--- src/rtl/reg_bank_pkg.sv ---
// Shared types for the register bank and its I/O sequencer.
// Also provides the address-width helper used by both modules.
package reg_bank_pkg;

    typedef enum logic [1:0] {
        IDLE     = 2'd0,
        IN_WAIT  = 2'd1,
        OUT_HOLD = 2'd2
    } io_state_t;

    // A single-entry bank still needs one address bit to keep port widths legal.
    function automatic int addr_width(input int depth);
        return (depth > 1) ? $clog2(depth) : 1;
    endfunction

endpackage

--- src/rtl/reg_bank_io_fsm.sv ---
// I/O sequencer: decides stall, drives the IN/OUT handshakes, latches the IN destination.
// Latency: OUT and IN each occupy at least two cycles; the stall output is combinational.
// Backpressure: holds the pipeline until out_ack or in_valid arrives.
module reg_bank_io_fsm
    import reg_bank_pkg::*;
#(
    parameter int ADDR_W = 5
) (
    input  logic              clk_i,
    input  logic              rst_ni,
    input  logic              out_req_i,
    input  logic              out_ack_i,
    input  logic              in_req_i,
    input  logic              in_valid_i,
    input  logic [ADDR_W-1:0] wr_addr_i,
    output logic              stall_o,
    output logic              in_ready_o,
    output logic              out_valid_o,
    output logic              out_latch_o,
    output logic              in_wr_o,
    output logic [ADDR_W-1:0] in_addr_o
);

    io_state_t         state_q, state_d;
    logic              out_valid_q, out_valid_d;
    logic [ADDR_W-1:0] in_addr_q, in_addr_d;

    always_ff @(posedge clk_i or negedge rst_ni) begin
        if (!rst_ni) begin
            state_q     <= IDLE;
            out_valid_q <= 1'b0;
            in_addr_q   <= '0;
        end else begin
            state_q     <= state_d;
            out_valid_q <= out_valid_d;
            in_addr_q   <= in_addr_d;
        end
    end

    // OUT wins when both requests arrive together; IN is picked up on the next IDLE visit.
    always_comb begin
        state_d     = state_q;
        out_valid_d = out_valid_q;
        in_addr_d   = in_addr_q;
        case (state_q)
            IDLE: begin
                if (out_req_i) begin
                    state_d     = OUT_HOLD;
                    out_valid_d = 1'b1;
                end else if (in_req_i) begin
                    state_d   = IN_WAIT;
                    in_addr_d = wr_addr_i;
                end
            end
            OUT_HOLD: begin
                if (out_ack_i) begin
                    state_d     = IDLE;
                    out_valid_d = 1'b0;
                end
            end
            IN_WAIT: begin
                if (in_valid_i) begin
                    state_d = IDLE;
                end
            end
            default: state_d = IDLE;
        endcase
    end

    always_comb begin
        stall_o     = 1'b0;
        in_ready_o  = 1'b0;
        out_latch_o = 1'b0;
        in_wr_o     = 1'b0;
        case (state_q)
            IDLE: begin
                stall_o     = out_req_i | in_req_i;
                out_latch_o = out_req_i;
            end
            OUT_HOLD: stall_o = ~out_ack_i;
            IN_WAIT: begin
                in_ready_o = 1'b1;
                stall_o    = ~in_valid_i;
                in_wr_o    = in_valid_i;
            end
            default: ;
        endcase
        // Keep the pipeline free while reset is held, even with a request pending.
        if (!rst_ni) begin
            stall_o = 1'b0;
        end
    end

    assign out_valid_o = out_valid_q;
    assign in_addr_o   = in_addr_q;

endmodule

--- src/rtl/reg_bank_io.sv ---
// Register file with two async read ports, one write port, optional bypass and zero register.
// Latency: reads combinational, writes land on the next edge; OUT data valid one cycle after request.
// Backpressure: stall freezes the core while IN/OUT waits on the device.
module reg_bank_io
    import reg_bank_pkg::*;
#(
    parameter int DATA_W   = 32,
    parameter int DEPTH    = 32,
    parameter bit BYPASS   = 1'b1,
    parameter bit ZERO_REG = 1'b1,
    localparam int ADDR_W  = addr_width(DEPTH)
) (
    input  logic              clock,
    input  logic              resetn,
    input  logic [ADDR_W-1:0] rd_addr1,
    input  logic [ADDR_W-1:0] rd_addr2,
    output logic [DATA_W-1:0] rd_data1,
    output logic [DATA_W-1:0] rd_data2,
    input  logic              wr_en,
    input  logic [ADDR_W-1:0] wr_addr,
    input  logic [DATA_W-1:0] wr_data,
    input  logic              out_req,
    output logic [DATA_W-1:0] out_data,
    output logic              out_valid,
    input  logic              out_ack,
    input  logic              in_req,
    output logic              in_ready,
    input  logic              in_valid,
    input  logic [DATA_W-1:0] in_data,
    output logic              stall
);

    logic [DATA_W-1:0] regs_q [DEPTH];
    logic [DATA_W-1:0] out_data_q, out_data_d;
    logic              out_latch;
    logic              in_wr;
    logic [ADDR_W-1:0] in_addr;
    logic              core_we;
    logic              bank_we;
    logic [ADDR_W-1:0] bank_waddr;
    logic [DATA_W-1:0] bank_wdata;

    // Entry exists and is writable/readable as storage (not the hardwired zero).
    function automatic logic addr_ok(input logic [ADDR_W-1:0] a);
        return (int'(a) < DEPTH) && !(ZERO_REG && (a == '0));
    endfunction

    reg_bank_io_fsm #(
        .ADDR_W(ADDR_W)
    ) u_fsm (
        .clk_i      (clock),
        .rst_ni     (resetn),
        .out_req_i  (out_req),
        .out_ack_i  (out_ack),
        .in_req_i   (in_req),
        .in_valid_i (in_valid),
        .wr_addr_i  (wr_addr),
        .stall_o    (stall),
        .in_ready_o (in_ready),
        .out_valid_o(out_valid),
        .out_latch_o(out_latch),
        .in_wr_o    (in_wr),
        .in_addr_o  (in_addr)
    );

    always_comb begin
        rd_data1 = '0;
        if (addr_ok(rd_addr1)) begin
            rd_data1 = (BYPASS && wr_en && (wr_addr == rd_addr1)) ? wr_data : regs_q[rd_addr1];
        end
    end

    always_comb begin
        rd_data2 = '0;
        if (addr_ok(rd_addr2)) begin
            rd_data2 = (BYPASS && wr_en && (wr_addr == rd_addr2)) ? wr_data : regs_q[rd_addr2];
        end
    end

    // The IN completion owns the write port in its cycle; the core write is dropped.
    assign core_we    = wr_en && !stall && !in_wr;
    assign bank_waddr = in_wr ? in_addr : wr_addr;
    assign bank_wdata = in_wr ? in_data : wr_data;
    assign bank_we    = (in_wr || core_we) && addr_ok(bank_waddr);

    always_ff @(posedge clock or negedge resetn) begin
        if (!resetn) begin
            for (int i = 0; i < DEPTH; i++) begin
                regs_q[i] <= '0;
            end
        end else if (bank_we) begin
            regs_q[bank_waddr] <= bank_wdata;
        end
    end

    assign out_data_d = out_latch ? rd_data1 : out_data_q;

    always_ff @(posedge clock or negedge resetn) begin
        if (!resetn) begin
            out_data_q <= '0;
        end else begin
            out_data_q <= out_data_d;
        end
    end

    assign out_data = out_data_q;

endmodule
--- config.mk ---
export PLATFORM = sky130hd
export DESIGN_NAME = reg_bank_io
export DESIGN_NICKNAME = d
export VERILOG_FILES = /design/src/rtl/reg_bank_pkg.sv /design/src/rtl/reg_bank_io_fsm.sv /design/src/rtl/reg_bank_io.sv
export SDC_FILE = /design/constraint.sdc
export NUM_CORES = 2
export LEC_CHECK = 0
export CORE_MARGIN = 1
export CORE_UTILIZATION = 58
export CTS_CLUSTER_DIAMETER = 80
export DETAILED_ROUTE_END_ITERATION = 12
export DONT_BUFFER_PORTS = 1
export HOLD_SLACK_MARGIN = 0.1
export MAX_ROUTING_LAYER = met4
export PLACE_DENSITY_LB_ADDON = 0.2
export SETUP_SLACK_MARGIN = 0.2
export SLEW_MARGIN = 40
export SYNTH_ARGS = -nofsm -noshare
export SYNTH_HDL_FRONTEND = slang
export SYNTH_HIERARCHICAL = 1
export SYNTH_SLANG_ARGS = --single-unit
--- constraint.sdc ---
create_clock -name clock -period 3.3 [get_ports clock]
set_input_delay 0.66 -clock clock [delete_from_list [all_inputs] [get_ports clock]]
set_output_delay 0.66 -clock clock [all_outputs]
set_load 0.02 [all_outputs]
==> flow_results.org <==
** Critical path
- Slowest stage cell, crit path :: sky130_fd_sc_hd__mux4_2
- At the worst endpoint, the required time is about 2.6 ns.
- STA classifies the critical path startpoint as a primary input.
- Element type at the critical path end :: primary output
- Maximum fanout encountered on the critical timing path :: between 200 and 250
- Critical setup path kind :: in2out
- Most repeated library cell on the critical path :: sky130_fd_sc_hd__mux4_2
- CP Cell Sequence :: mux4_2, mux4_2, a2111oi_4, buf_6, nor3_2, buf_4
- Gate family responsible for the most delay along the worst path :: multiplexers
- Worst endpoint data arrival time :: 2.92 ns
- The number of buffers and inverters on the critical path is 2.
- On the worst path, the slowest cell contributes a delay of between 0.6 and 0.7 ns.

** Clock tree
- Htree depth :: 3
- Clock latency on the worst-skew pair :: between 0.7 and 0.8 ns
- Clock tree from TritonCTS :: done
- Clock root buffer :: sky130_fd_sc_hd__clkbuf_16
- The longest clock path from root to sink contains 3 buffers.
- Clk sink count :: roughly 1,100
- After clock tree synthesis, the clock-pin slew on the worst setup and hold paths is 0.06 ns.
- Counting the buffers created by CTS gives 110.

** Synth
- Of the total synthesized cell area, the portion taken by XOR and XNOR cells is 0.001576.
- Post-synthesis adder-cell area fraction :: 0
- For this run, the register share of the synthesized area comes to 0.4792.
- Instance count of the mapped netlist :: 4,872
- Number of different library cells in the post-synthesis netlist :: 58
- Most frequently used cell type in the post-synthesis netlist :: sky130_fd_sc_hd__dfrtp_1
- By area the synthesized netlist is led by sky130_fd_sc_hd__dfrtp_1 (48%), sky130_fd_sc_hd__mux4_2 (22%), sky130_fd_sc_hd__o21ai_0 (5.0%).
- Most used flip-flop cell after synthesis :: sky130_fd_sc_hd__dfrtp_1
- Commonest cells in the netlist :: sky130_fd_sc_hd__dfrtp_1 (1,064), sky130_fd_sc_hd__nand2_1 (578), sky130_fd_sc_hd__o21ai_0 (551)
- Asr flop ratio synth :: 1.000
- The post-synthesis compound-gate area fraction came to 0.1181.
- Flop and latch count out of synthesis :: between 1,000 and 1,500
- Of the total synthesized cell area, the portion taken by AND, OR, NAND and NOR gates is 0.09604.
- Dividing the synthesized area by the synthesized cell count gives around 11 sq um.
- In this run, synthesis inferred 0 flip-flops with an integrated enable.
- sky130_fd_sc_hd__dfrtp_1 takes more of the synthesized area than any other cell.
- Synthesis produced a netlist with a net count of about 5,000.
- After synthesis the cells add up to about 56,000 sq um.
- By area, the combinational part of the netlist is dominated by multiplexers.
- Share of synthesized area spent on multiplexers :: 0.2586
- Of the post-synthesis cell area, the dominant cell type holds 0.4792.
- Yosys printed 6 warnings.

** STA
- Setup repair after global routing could not meet its margin everywhere.
- The final number of max-transition violations came to 0.
- In this run the tightest slew margin relative to its limit is 0.3979.
- The final hold violation count is 0.
- Counting I/O delays and the setup requirement, the final critical path takes 3.582 ns.
- Crit path setup slack, layout :: -0.2822 ns
- Derived from the worst setup path, the maximum achievable clock frequency is 279.2 MHz.
- Slew of the pin with the lowest slew margin :: 0.9031 ns
- Hold slack :: between 0.1 and 0.15 ns
- Count of endpoints failing setup in the final report :: 53
- Dividing the final minimum period by the clock period gives 1.086.
- Clock skew on the completed layout was measured at ~0.016 ns.

** Run status
- The run finished, with violations left.
- The checks that failed: setup timing.

** Global routing
- The first global-routing pass estimated about 270 mm of wire.
- Largest net degree at the start of global routing :: 290
- The via count of the first global-routing pass is about 42,000.
- The initial antenna violation count came to 3.
- Overall overflow remaining after global route :: 0
- Total routing usage reported by global routing :: 0.3829

** Final layout
- 0 antenna diodes ended up in the layout.
- Layout-stage area growth over the synthesis result :: 14.45%
- Share of final-layout standard cells stronger than drive strength 1 :: 0.2649
- The final layout contains between 4,000 and 5,000 nets.
- Number of fill cells :: about 7,000

** Die
- The core region is approximately 95,000 sq um.
- The die is around 310 um tall.
- From left edge to right edge, the die measures just over 300 um.
- The floorplan has 113 rows.
- I/O Pins :: 185
- The die covers just under 100,000 sq um.
- The initial utilization of the core area, before any placement, comes to 0.5848.

** Detailed routing
- After detailed routing, the number of vias per cell comes to about 7.
- Count of antenna-violating nets left after detailed routing :: 0
- Routed signal wires occupy layers up through met4.
- After detailed routing, the met2 layer carries between 80 and 90 mm of wire.
- Number of iterations in the first detailed-routing pass :: 8
- Number of vias in the routed layout :: about 42,000
- Drt drc :: 0
- Detailed-route wire length per cell :: around 29 um
- Post-detailed-routing wire length :: approximately 180 mm
- For this block, the initial DRC count from the detailed router was approximately 5,400.
- Met3 routed WL :: 20.02 mm
- WL met1 :: ~69 mm

** Power and ir drop
- LEAKAGE :: roughly 0.027 uW
- Worst ir drop on vdd :: a little over 0.0005 V
- In this run the power density over the cells is around 840 nW/um^2.

** Placement
- Number of I/O port buffers :: 0
- The congestion estimate from routability-driven global placement came to roughly 0.87.
- Final HPWL from detailed placement :: between 90 and 100 mm
- Before CTS, the worst setup slack after placement is roughly 0.015 ns.

** Hold path
- The worst hold path belongs to the class in2reg.

** Job
- Max-capacitance violation count :: 0
worst paths after layout:
kind                              start                to  slack, ns  cells past startpoint
setup / recovery            rd_addr1[0]      rd_data1[15]      -0.28                      6
hold / removal                  out_req  u_fsm/state_q[1]       0.12                      2
setup reg to reg            regs_q[643]       out_data[3]       0.08                     19
hold reg to reg            regs_q[1009]      regs_q[1009]       0.39                      0
max in group asynchronous        resetn       regs_q[726]       0.61                      5
min in group asynchronous        resetn       regs_q[480]       0.48                      2
cells by family (layout without fill, tap and decap cells):
kind of cell | count (synthesis) | count (layout)
AO/OA/AOI/OAI | 1215 | 1215
buffers and inverters | 567 | 572
AND/OR/NAND/NOR | 1262 | 1262
flip-flops | 1064 | 1064
multiplexers | 754 | 754
XOR/XNOR | 10 | 10
timing repair:
| action | CTS | global route |
|---|---|---|
| setup endpoints to repair | 61 | 113 |
| endpoints found under the hold margin | 447 | 0 |
| resized for setup | 132 | 66 |
| gates cloned | 0 | 3 |
| hold buffers | 8 | 0 |
| setup buffers | 68 | 50 |
| pin swaps | 95 | 37 |
placed cells by master (no fill, tap or decap), types with 14 or more instances in the layout:
| master | n |
|---|---|
| sky130_fd_sc_hd__dfrtp_1 | 1062 |
| sky130_fd_sc_hd__nand2_1 | 557 |
| sky130_fd_sc_hd__o21ai_0 | 546 |
| sky130_fd_sc_hd__mux4_2 | 543 |
| sky130_fd_sc_hd__nor2_1 | 539 |
| sky130_fd_sc_hd__a21oi_1 | 498 |
| sky130_fd_sc_hd__buf_4 | 216 |
| sky130_fd_sc_hd__mux2i_1 | 156 |
| sky130_fd_sc_hd__clkbuf_16 | 114 |
| sky130_fd_sc_hd__buf_12 | 59 |
| sky130_fd_sc_hd__inv_1 | 39 |
| sky130_fd_sc_hd__mux2i_2 | 36 |
| sky130_fd_sc_hd__buf_6 | 33 |
| sky130_fd_sc_hd__o32ai_1 | 30 |
| sky130_fd_sc_hd__clkbuf_8 | 28 |
| sky130_fd_sc_hd__nor3_4 | 26 |
| sky130_fd_sc_hd__clkbuf_1 | 24 |
| sky130_fd_sc_hd__nand2_2 | 21 |
| sky130_fd_sc_hd__and3_4 | 20 |
| sky130_fd_sc_hd__bufinv_16 | 19 |
| sky130_fd_sc_hd__a221oi_1 | 17 |
| sky130_fd_sc_hd__a22oi_1 | 17 |
| sky130_fd_sc_hd__nor4_4 | 15 |
| sky130_fd_sc_hd__mux2_2 | 14 |
registers in the layout, summed over array words and instances, names as in the netlist:
name and cells:
regs_q 1024, u_fsm/state_q 2, out_data 32, u_fsm/in_addr_o 5, u_fsm/out_valid_o 1
layout make-up:
class | instances | area (sq um) | area share
Timing Repair Buffer | 327 | 3547 | 0.05578
Tap cell | 1265 | 1583 | 0.02489
Clock inverter | 36 | 701.9 | 0.01104
Multi-Input combinational cell | 3241 | 27680 | 0.4353
Sequential cell | 1064 | 26630 | 0.4187
Inverter | 45 | 176.4 | 0.002774
Clock buffer | 164 | 3278 | 0.05155
layer usage:
layer  GRT usage  up-vias
li1            -    17581
met1      0.5286    21602
met2      0.5650     2612
met3     0.07906      524
met4      0.1463        0
met5           -        -
worst register-to-register path: stages (launching register included):
cell and delay (ns):
sky130_fd_sc_hd__dfrtp_1 0.41, sky130_fd_sc_hd__mux4_2 0.45, sky130_fd_sc_hd__mux4_2 0.47, sky130_fd_sc_hd__and2_4 0.18, sky130_fd_sc_hd__a211oi_4 0.27, sky130_fd_sc_hd__buf_4 0.17
sky130_fd_sc_hd__buf_6 0.09, sky130_fd_sc_hd__buf_6 0.09, sky130_fd_sc_hd__buf_6 0.09, sky130_fd_sc_hd__buf_6 0.08, sky130_fd_sc_hd__buf_6 0.08, sky130_fd_sc_hd__buf_6 0.08
sky130_fd_sc_hd__buf_6 0.08, sky130_fd_sc_hd__buf_6 0.08, sky130_fd_sc_hd__buf_6 0.08, sky130_fd_sc_hd__buf_6 0.08, sky130_fd_sc_hd__buf_6 0.08, sky130_fd_sc_hd__buf_6 0.08
sky130_fd_sc_hd__buf_6 0.08, sky130_fd_sc_hd__o32ai_2 0.06
power by group:
group / internal, uW / switching, uW
Clock: 8330 / 5410
Sequential: 18600 / 4620
Combinational: 9300 / 7220
Total: 36200 / 17200
stage by stage:
step	setup TNS (ns)	area (sq um)	std cells	util	power, uW
floorplan	0	55910	4872	-	33680
global placement	-0.3402	57350	5803	0.6036	36760
detailed placement	0	57580	5812	0.6061	37910
CTS	-0.5681	62800	6088	0.6609	52670
global route	-1.321	63600	6142	0.6694	56110
finish	-3.543	63600	6142	0.6694	53450
Power figures use the tool's default switching activity.
